$ cat src/rtl/pipe_stage_reg.sv
// Chain of STAGES pipeline-register slots. Each slot is a main register plus a one-entry skid buffer.
// The chain has valid/ready handshakes, flush with bubble insertion, a run-enable freeze and an occupancy count.
module pipe_stage_reg #(
    parameter int CTRL_W = 2,
    parameter int DATA_W = 69,
    parameter int STAGES = 1,
    parameter int OCC_W  = 4
) (
    input  logic              clk_i,
    input  logic              rst_n_i,
    input  logic              start_i,
    input  logic              flush_i,
    input  logic              valid_i,
    output logic              ready_o,
    input  logic [CTRL_W-1:0] ctrl_i,
    input  logic [DATA_W-1:0] data_i,
    output logic              valid_o,
    input  logic              ready_i,
    output logic [CTRL_W-1:0] ctrl_o,
    output logic [DATA_W-1:0] data_o,
    output logic [OCC_W-1:0]  occ_o
);

    logic              w_up_v    [STAGES];
    logic [CTRL_W-1:0] w_up_ctrl [STAGES];
    logic [DATA_W-1:0] w_up_data [STAGES];
    logic              w_dn_rdy  [STAGES];
    logic              w_m_v     [STAGES];
    logic              w_s_v     [STAGES];
    logic [CTRL_W-1:0] w_m_ctrl  [STAGES];
    logic [DATA_W-1:0] w_m_data  [STAGES];

    logic              w_accept;
    logic              w_emit;
    logic [OCC_W-1:0]  r_occ;

    genvar gi;
    generate
        for (gi = 0; gi < STAGES; gi++) begin : g_slot
            logic              r_m_v;
            logic              r_s_v;
            logic [CTRL_W-1:0] r_m_ctrl;
            logic [CTRL_W-1:0] r_s_ctrl;
            logic [DATA_W-1:0] r_m_data;
            logic [DATA_W-1:0] r_s_data;
            logic              w_acc;
            logic              w_out;

            if (gi == 0) begin : g_first
                assign w_up_v[gi]    = valid_i;
                assign w_up_ctrl[gi] = ctrl_i;
                assign w_up_data[gi] = data_i;
            end else begin : g_chain
                assign w_up_v[gi]    = w_m_v[gi-1];
                assign w_up_ctrl[gi] = w_m_ctrl[gi-1];
                assign w_up_data[gi] = w_m_data[gi-1];
            end

            // Downstream ready between slots is the neighbour's registered skid-empty flag.
            if (gi == STAGES - 1) begin : g_last
                assign w_dn_rdy[gi] = ready_i;
            end else begin : g_mid
                assign w_dn_rdy[gi] = ~w_s_v[gi+1];
            end

            assign w_acc = start_i & w_up_v[gi] & ~r_s_v;
            assign w_out = start_i & r_m_v & w_dn_rdy[gi];

            always_ff @(posedge clk_i or negedge rst_n_i) begin
                if (!rst_n_i) begin
                    r_m_v    <= 1'b0;
                    r_s_v    <= 1'b0;
                    r_m_ctrl <= '0;
                    r_s_ctrl <= '0;
                    r_m_data <= '0;
                    r_s_data <= '0;
                end else if (start_i) begin
                    if (flush_i) begin
                        r_m_v    <= 1'b0;
                        r_s_v    <= 1'b0;
                        r_m_ctrl <= '0;
                        r_s_ctrl <= '0;
                    end else if (!r_m_v || w_out) begin
                        // Skid drains before any new upstream entry to keep FIFO order.
                        if (r_s_v) begin
                            r_m_v    <= 1'b1;
                            r_m_ctrl <= r_s_ctrl;
                            r_m_data <= r_s_data;
                            r_s_v    <= 1'b0;
                        end else if (w_acc) begin
                            r_m_v    <= 1'b1;
                            r_m_ctrl <= w_up_ctrl[gi];
                            r_m_data <= w_up_data[gi];
                        end else begin
                            r_m_v    <= 1'b0;
                        end
                    end else if (w_acc) begin
                        r_s_v    <= 1'b1;
                        r_s_ctrl <= w_up_ctrl[gi];
                        r_s_data <= w_up_data[gi];
                    end
                end
            end

            assign w_m_v[gi]    = r_m_v;
            assign w_s_v[gi]    = r_s_v;
            assign w_m_ctrl[gi] = r_m_ctrl;
            assign w_m_data[gi] = r_m_data;
        end
    endgenerate

    assign ready_o = ~w_s_v[0] & start_i & rst_n_i;
    assign valid_o = w_m_v[STAGES-1];
    assign ctrl_o  = valid_o ? w_m_ctrl[STAGES-1] : '0;
    assign data_o  = w_m_data[STAGES-1];

    assign w_accept = valid_i & ready_o;
    assign w_emit   = valid_o & ready_i & start_i;

    always_ff @(posedge clk_i or negedge rst_n_i) begin
        if (!rst_n_i) begin
            r_occ <= '0;
        end else if (start_i) begin
            if (flush_i) begin
                r_occ <= '0;
            end else begin
                r_occ <= r_occ + OCC_W'(w_accept) - OCC_W'(w_emit);
            end
        end
    end

    assign occ_o = r_occ;

endmodule

$ cat config.mk
export PLATFORM = sky130hd
export DESIGN_NAME = pipe_stage_reg
export DESIGN_NICKNAME = d
export VERILOG_FILES = /design/src/rtl/pipe_stage_reg.sv
export SDC_FILE = /design/constraint.sdc
export NUM_CORES = 1
export LEC_CHECK = 0
export CAP_MARGIN = 20
export CORE_MARGIN = 2
export CORE_UTILIZATION = 53
export CTS_BUF_LIST = sky130_fd_sc_hd__clkbuf_4 sky130_fd_sc_hd__clkbuf_8
export CTS_CLUSTER_SIZE = 16
export DETAILED_ROUTE_END_ITERATION = 10
export GPL_TIMING_DRIVEN = 0
export PLACE_DENSITY = 0.84
export SLEW_MARGIN = 40
export SYNTH_ARGS = -nofsm -noshare
export SYNTH_HDL_FRONTEND = slang
export SYNTH_SLANG_ARGS = --single-unit
export TNS_END_PERCENT = 10
$ cat constraint.sdc
create_clock -name clk_i -period 5.8 [get_ports clk_i]
set_input_delay 0.87 -clock clk_i [delete_from_list [all_inputs] [get_ports clk_i]]
set_output_delay 0.87 -clock clk_i [all_outputs]
set_load 0.02 [all_outputs]
-- Word-level counts from Yosys, hierarchy flattened
Cells that the tools add are included.
- register bits: 148
- input port bits: 77
- output and inout port bits: 77
- bitwise operators: 12
- equal/unequal tests: 1
- add/sub/neg operators: 2
- reductions and logical operators: 13
- muxes and demuxes: 17
- operator list (kind ; count):
    69-bit 2-to-1 mux ; 2
    2-bit 2-to-1 mux ; 7
    1-bit AND ; 9
    4-bit AND reduction ; 2
    1-bit 2-to-1 mux ; 7
    3-bit AND reduction ; 2
    2-bit nonzero test ; 3
    3-bit nonzero test ; 2
    4-bit by 1-bit adder with 4-bit output ; 1
    4-bit 2-to-1 mux ; 1
    2-bit AND reduction ; 2
    4-bit by 1-bit subtractor with 4-bit output ; 1
    1-bit NOT ; 3
    2-bit inequality test, second input constant ; 1
    1-bit logical NOT ; 1
    1-bit logical OR ; 1

-- Longest topological paths before layout
- word-level depth: 7
- mapped depth: 11
- gate-level depth less buffers: 10

-- Least setup slack after synthesis
OpenSTA, ideal clock, no wires.
- kind: input-to-reg
- from: in start_i
- to: reg r_occ[3], in the netlist occ_o[3]
- setup slack: 2.976 ns
- stages on the path: 10
- required time: 5.651 ns
- path buffers: 1
- arrival: 2.675 ns
- cell sequence: clkbuf_1 -> and3_1 -> nand2_1 -> ha_1 -> inv_1 -> ha_1 -> a21o_1 -> a21oi_1 -> mux2i_1 -> o311ai_0
- word-level cells in the longest chain between the ends: 6
- elaborated cells between the ends (all ways): 7
- ends and longest elaborated chain (item ; line ; text):
    from (decl) ; 11 ; input logic start_i,
    1-bit AND (2 in series) ; 112 ; assign ready_o = ~w_s_v[0] & start_i & rst_n_i;
    named net ready_o ; 14 ; output logic ready_o,
    1-bit AND ; 117 ; assign w_accept = valid_i & ready_o;
    4-bit by 1-bit adder with 4-bit output ; 127 ; r_occ <= r_occ + OCC_W'(w_accept) - OCC_W'(w_emit);
    4-bit by 1-bit subtractor with 4-bit output ; 127 ;
    4-bit 2-to-1 mux ; 124 ; if (flush_i) begin
    to (signal assigned) ; 127 ;
    to (decl) ; 35 ; logic [OCC_W-1:0] r_occ;
The timed path passes the listed nets, and every way through them passes these cells.
A chain may end at the register's enable or synchronous reset.

-- Worst setup path after layout
- from: in start_i
- to: out ready_o
- word-level cells in the longest chain between the ends: 2
- ends and longest elaborated chain (item ; line):
    1-bit AND (2 in series) ; 112
    to (decl) ; 14
No other way between the ends.

==> results.json <==
{
  "status": "finished, final reports clean",
  "fp.dieH_um": 115,
  "layout_min_cycle_time_ps": 3450,
  "rows": 40,
  "synth_top_area_cell": "dfrtp_1",
  "finClkSkew_ps": 11.5,
  "synth-adder-area-share": 0.0107,
  "syn_nets": 514,
  "core_region_area_sq_mm": 0.0121,
  "async_flop_share": 1.00,
  "seq_power_share": 0.429,
  "portBuffers": 153,
  "fill_cells": 823,
  "netlist_area_sq_mm": 0.00656,
  "hpwlAfterDp_um": 9800,
  "tightest_slew_ps": 603,
  "slowest_delay_ps": 610,
  "max_freq_mhz": 290,
  "synth_flop_cell": "dfrtp_1",
  "synth_compound_area_frac": 0.0145,
  "place_congestion": 0.774,
  "grt_max_degree": 79,
  "path_class": "in2out",
  "h-tree-depth": 4,
  "synth-xor-area-share": 0.00267,
  "critPathCaptureType": "output port",
  "yosys_warnings": 0,
  "clkSinkCount": 148,
  "grt_pass1_vias": 4465,
  "wl_um": 13800,
  "worstSkewPairLatency_ps": 440,
  "grt_pass1_wl_um": 22400,
  "finalNetCount": 687,
  "setup_viol": 0,
  "ys_seq_area_frac": 0.565,
  "worstPathRequired_ps": 4930,
  "initial_core_util": 0.544,
  "grt_usage": 0.222,
  "cts_buffers": 17,
  "synthDistinctLibCells": 31,
  "drt_iter0_drc": 153,
  "finalInstanceArea_sq_mm": 0.00879,
  "synth_mux_area_frac": 0.365,
  "route.antenna.remaining_nets": 0,
  "hold_violations": 0,
  "placed_area_sq_mm": 0.00833,
  "cts_buffer_depth": 2,
  "cp_data_arrival_time_ps": 2580,
  "setup_ws_ps": 2350,
  "ios": 154,
  "drtPass1Iterations": 4,
  "critical-path-top-cell-by-count": "clkdlybuf4s50_1",
  "synth_top_family_by_area": "multiplexers",
  "p_per_area_mw_per_mm2": 388,
  "synth_top_cells_by_area": "dfrtp_1, mux2_2, mux2_1",
  "p_leak_uw": 0.00384,
  "die-area_sq_mm": 0.0133,
  "synth_top_cell_area_share": 0.565,
  "crit_chain": "clkdlybuf4s50_1 > clkbuf_1 > and3_1 > clkdlybuf4s50_1",
  "clk_pin_slew_ps": 80,
  "antenna_found_initial": 0,
  "synth_cells": 432,
  "ff_latch_area_sq_mm": 0.00370,
  "cpMaxStageDelayCell": "clkdlybuf4s50_1",
  "num_antenna_cells": 0,
  "switchingPower_uw": 958,
  "power_frac_clock": 0.268,
  "cts_root_buf": "clkbuf_8",
  "crit_family": "buffers and inverters",
  "start_kind": "input port",
  "vias": 4097,
  "timing.final.crit_share": 0.595,
  "synth-simple-area-share": 0.0195,
  "p_sw_frac": 0.281,
  "drive_gt1_frac": 0.417,
  "synth_edf_count": 0,
  "slew_viol_final": 0,
  "ctsHoldBuffers": 0,
  "area_growth_pct": 34.1,
  "crit_buf_inv": 3,
  "die_w_um": 115,
  "slew_headroom": 0.598,
  "syn_area_per_cell_sq_um": 15.2,
  "rsz0062_at_grt": "no",
  "preCtsSetupSlack_ps": 2280,
  "ys_seq_elements": 148,
  "ir_drop_mv": 0.221,
  "multiInputGateArea_sq_mm": 0.00271,
  "cts_resized": 0,
  "wire_per_inst_um": 17.6,
  "gr-total-overflow": 0,
  "intPower_uw": 2450,
  "drc": 0,
  "drv_cap": 0,
  "cts_tree": "built",
  "path_max_fanout": 10,
  "min_path_type": "in2async",
  "cts_setup_buffers": 0,
  "viasPerCell": 5.22,
  "comb_power_share": 0.304
}
final timing paths:
kind	start	end	slack [ps]	depth (start not counted)
hold reg to reg	g_slot[0].r_s_data[62]$_DFFE_PN0P_	g_slot[0].r_s_data[62]$_DFFE_PN0P_	490	1
max in group asynchronous	rst_n_i	data_o[40]$_DFFE_PN0P_	4660	2
min in group clk_i	g_slot[0].r_s_data[62]$_DFFE_PN0P_	g_slot[0].r_s_data[62]$_DFFE_PN0P_	490	1
setup reg to reg	g_slot[0].r_s_v$_DFFE_PN0P_	occ_o[3]$_DFFE_PN0P_	3120	11
setup / recovery	start_i	ready_o	2350	4
hold / removal	rst_n_i	occ_o[2]$_DFFE_PN0P_	370	1
worst register-to-register path: stages, from the launching register on:
cell	delay (ps)
dfrtp_1	440
buf_1	500
inv_1	120
and3_1	190
nand2_1	70
ha_1	130
inv_1	60
ha_1	270
a21o_1	160
a21oi_1	240
xnor2_1	110
o311ai_0	280
cell type report:
| cell class | count | area share |
|---|---|---|
| well taps | 168 | 0.0239 |
| flip-flops and latches | 148 | 0.421 |
| inverters | 7 | 0.00299 |
| clock inverters | 10 | 0.0202 |
| clock buffers | 21 | 0.0322 |
| repair buffers | 154 | 0.178 |
| multi-input cells | 253 | 0.308 |
| plain buffers | 24 | 0.0141 |
cell usage after synthesis (2+ instances only):
library cell / count
mux2_2: 201
dfrtp_1: 148
buf_2: 18
mux2_1: 10
inv_1: 7
o21ai_0: 5
ha_1: 4
clkbuf_1: 3
nor3b_1: 3
a21o_1: 2
a21oi_1: 2
and2_1: 2
and3_1: 2
mux2i_1: 2
nand2_1: 2
nand2b_1: 2
nor2b_1: 2
o21a_1: 2
o22ai_1: 2
xnor2_1: 2
stage by stage:
stage,util,hold slack [ps],total power (uW),instances,setup TNS [ps]
finish,0.729,371,3410,785,0
global route,0.729,402,3580,785,0
CTS,0.729,385,3450,785,0
detailed placement,0.691,474,2520,754,0
global placement,0.688,461,2470,753,-301160
floorplan,-,452,2020,432,0
kinds of logic (layout without fill, tap and decap cells):
group	Yosys count	count (layout)
buffers and inverters	31	216
AND/OR/NAND/NOR	18	18
adder cells (fa/ha/maj)	5	5
AO/OA/AOI/OAI	15	15
multiplexers	213	213
flip-flops	148	148
XOR/XNOR	2	2
power by group through the flow:
stage          combinational, uW  clock [uW]  sequential, uW
2_1_floorplan                381           0            1640
3_3_place_gp                1010           0            1460
3_5_place_dp                1040           0            1480
4_1_cts                     1050         933            1460
5_1_grt                     1100         974            1500
6_report                    1030         913            1460
flip-flops by register name (all words and copies together) (netlist names):
name / cells
valid_o: 1
g_slot.r_s_data: 69
g_slot.r_s_v: 1
data_o: 69
g_slot.r_m_ctrl: 2
occ_o: 4
g_slot.r_s_ctrl: 2
routing by layer:
layer  wire length [um]  GRT usage
met1               5770      0.265
met2               7020      0.379
met3                777     0.0706
met4                249     0.0787
met5                  0          0
cells in the final DEF (no fill, tap or decap), types with 3 or more instances in the layout:
| cell type | netlist | layout |
|---|---|---|
| inv_1 | 7 | 7 |
| clkbuf_1 | 3 | 3 |
| ha_1 | 4 | 4 |
| clkbuf_8 | 0 | 20 |
| mux2_2 | 201 | 201 |
| mux2_1 | 10 | 10 |
| buf_2 | 18 | 18 |
| clkdlybuf4s50_1 | 0 | 152 |
| clkinv_2 | 0 | 4 |
| dfrtp_1 | 148 | 148 |
| o21ai_0 | 5 | 5 |
| nor3b_1 | 3 | 3 |
| bufinv_16 | 0 | 5 |
No activity file was read; power rests on OpenSTA's default activity.
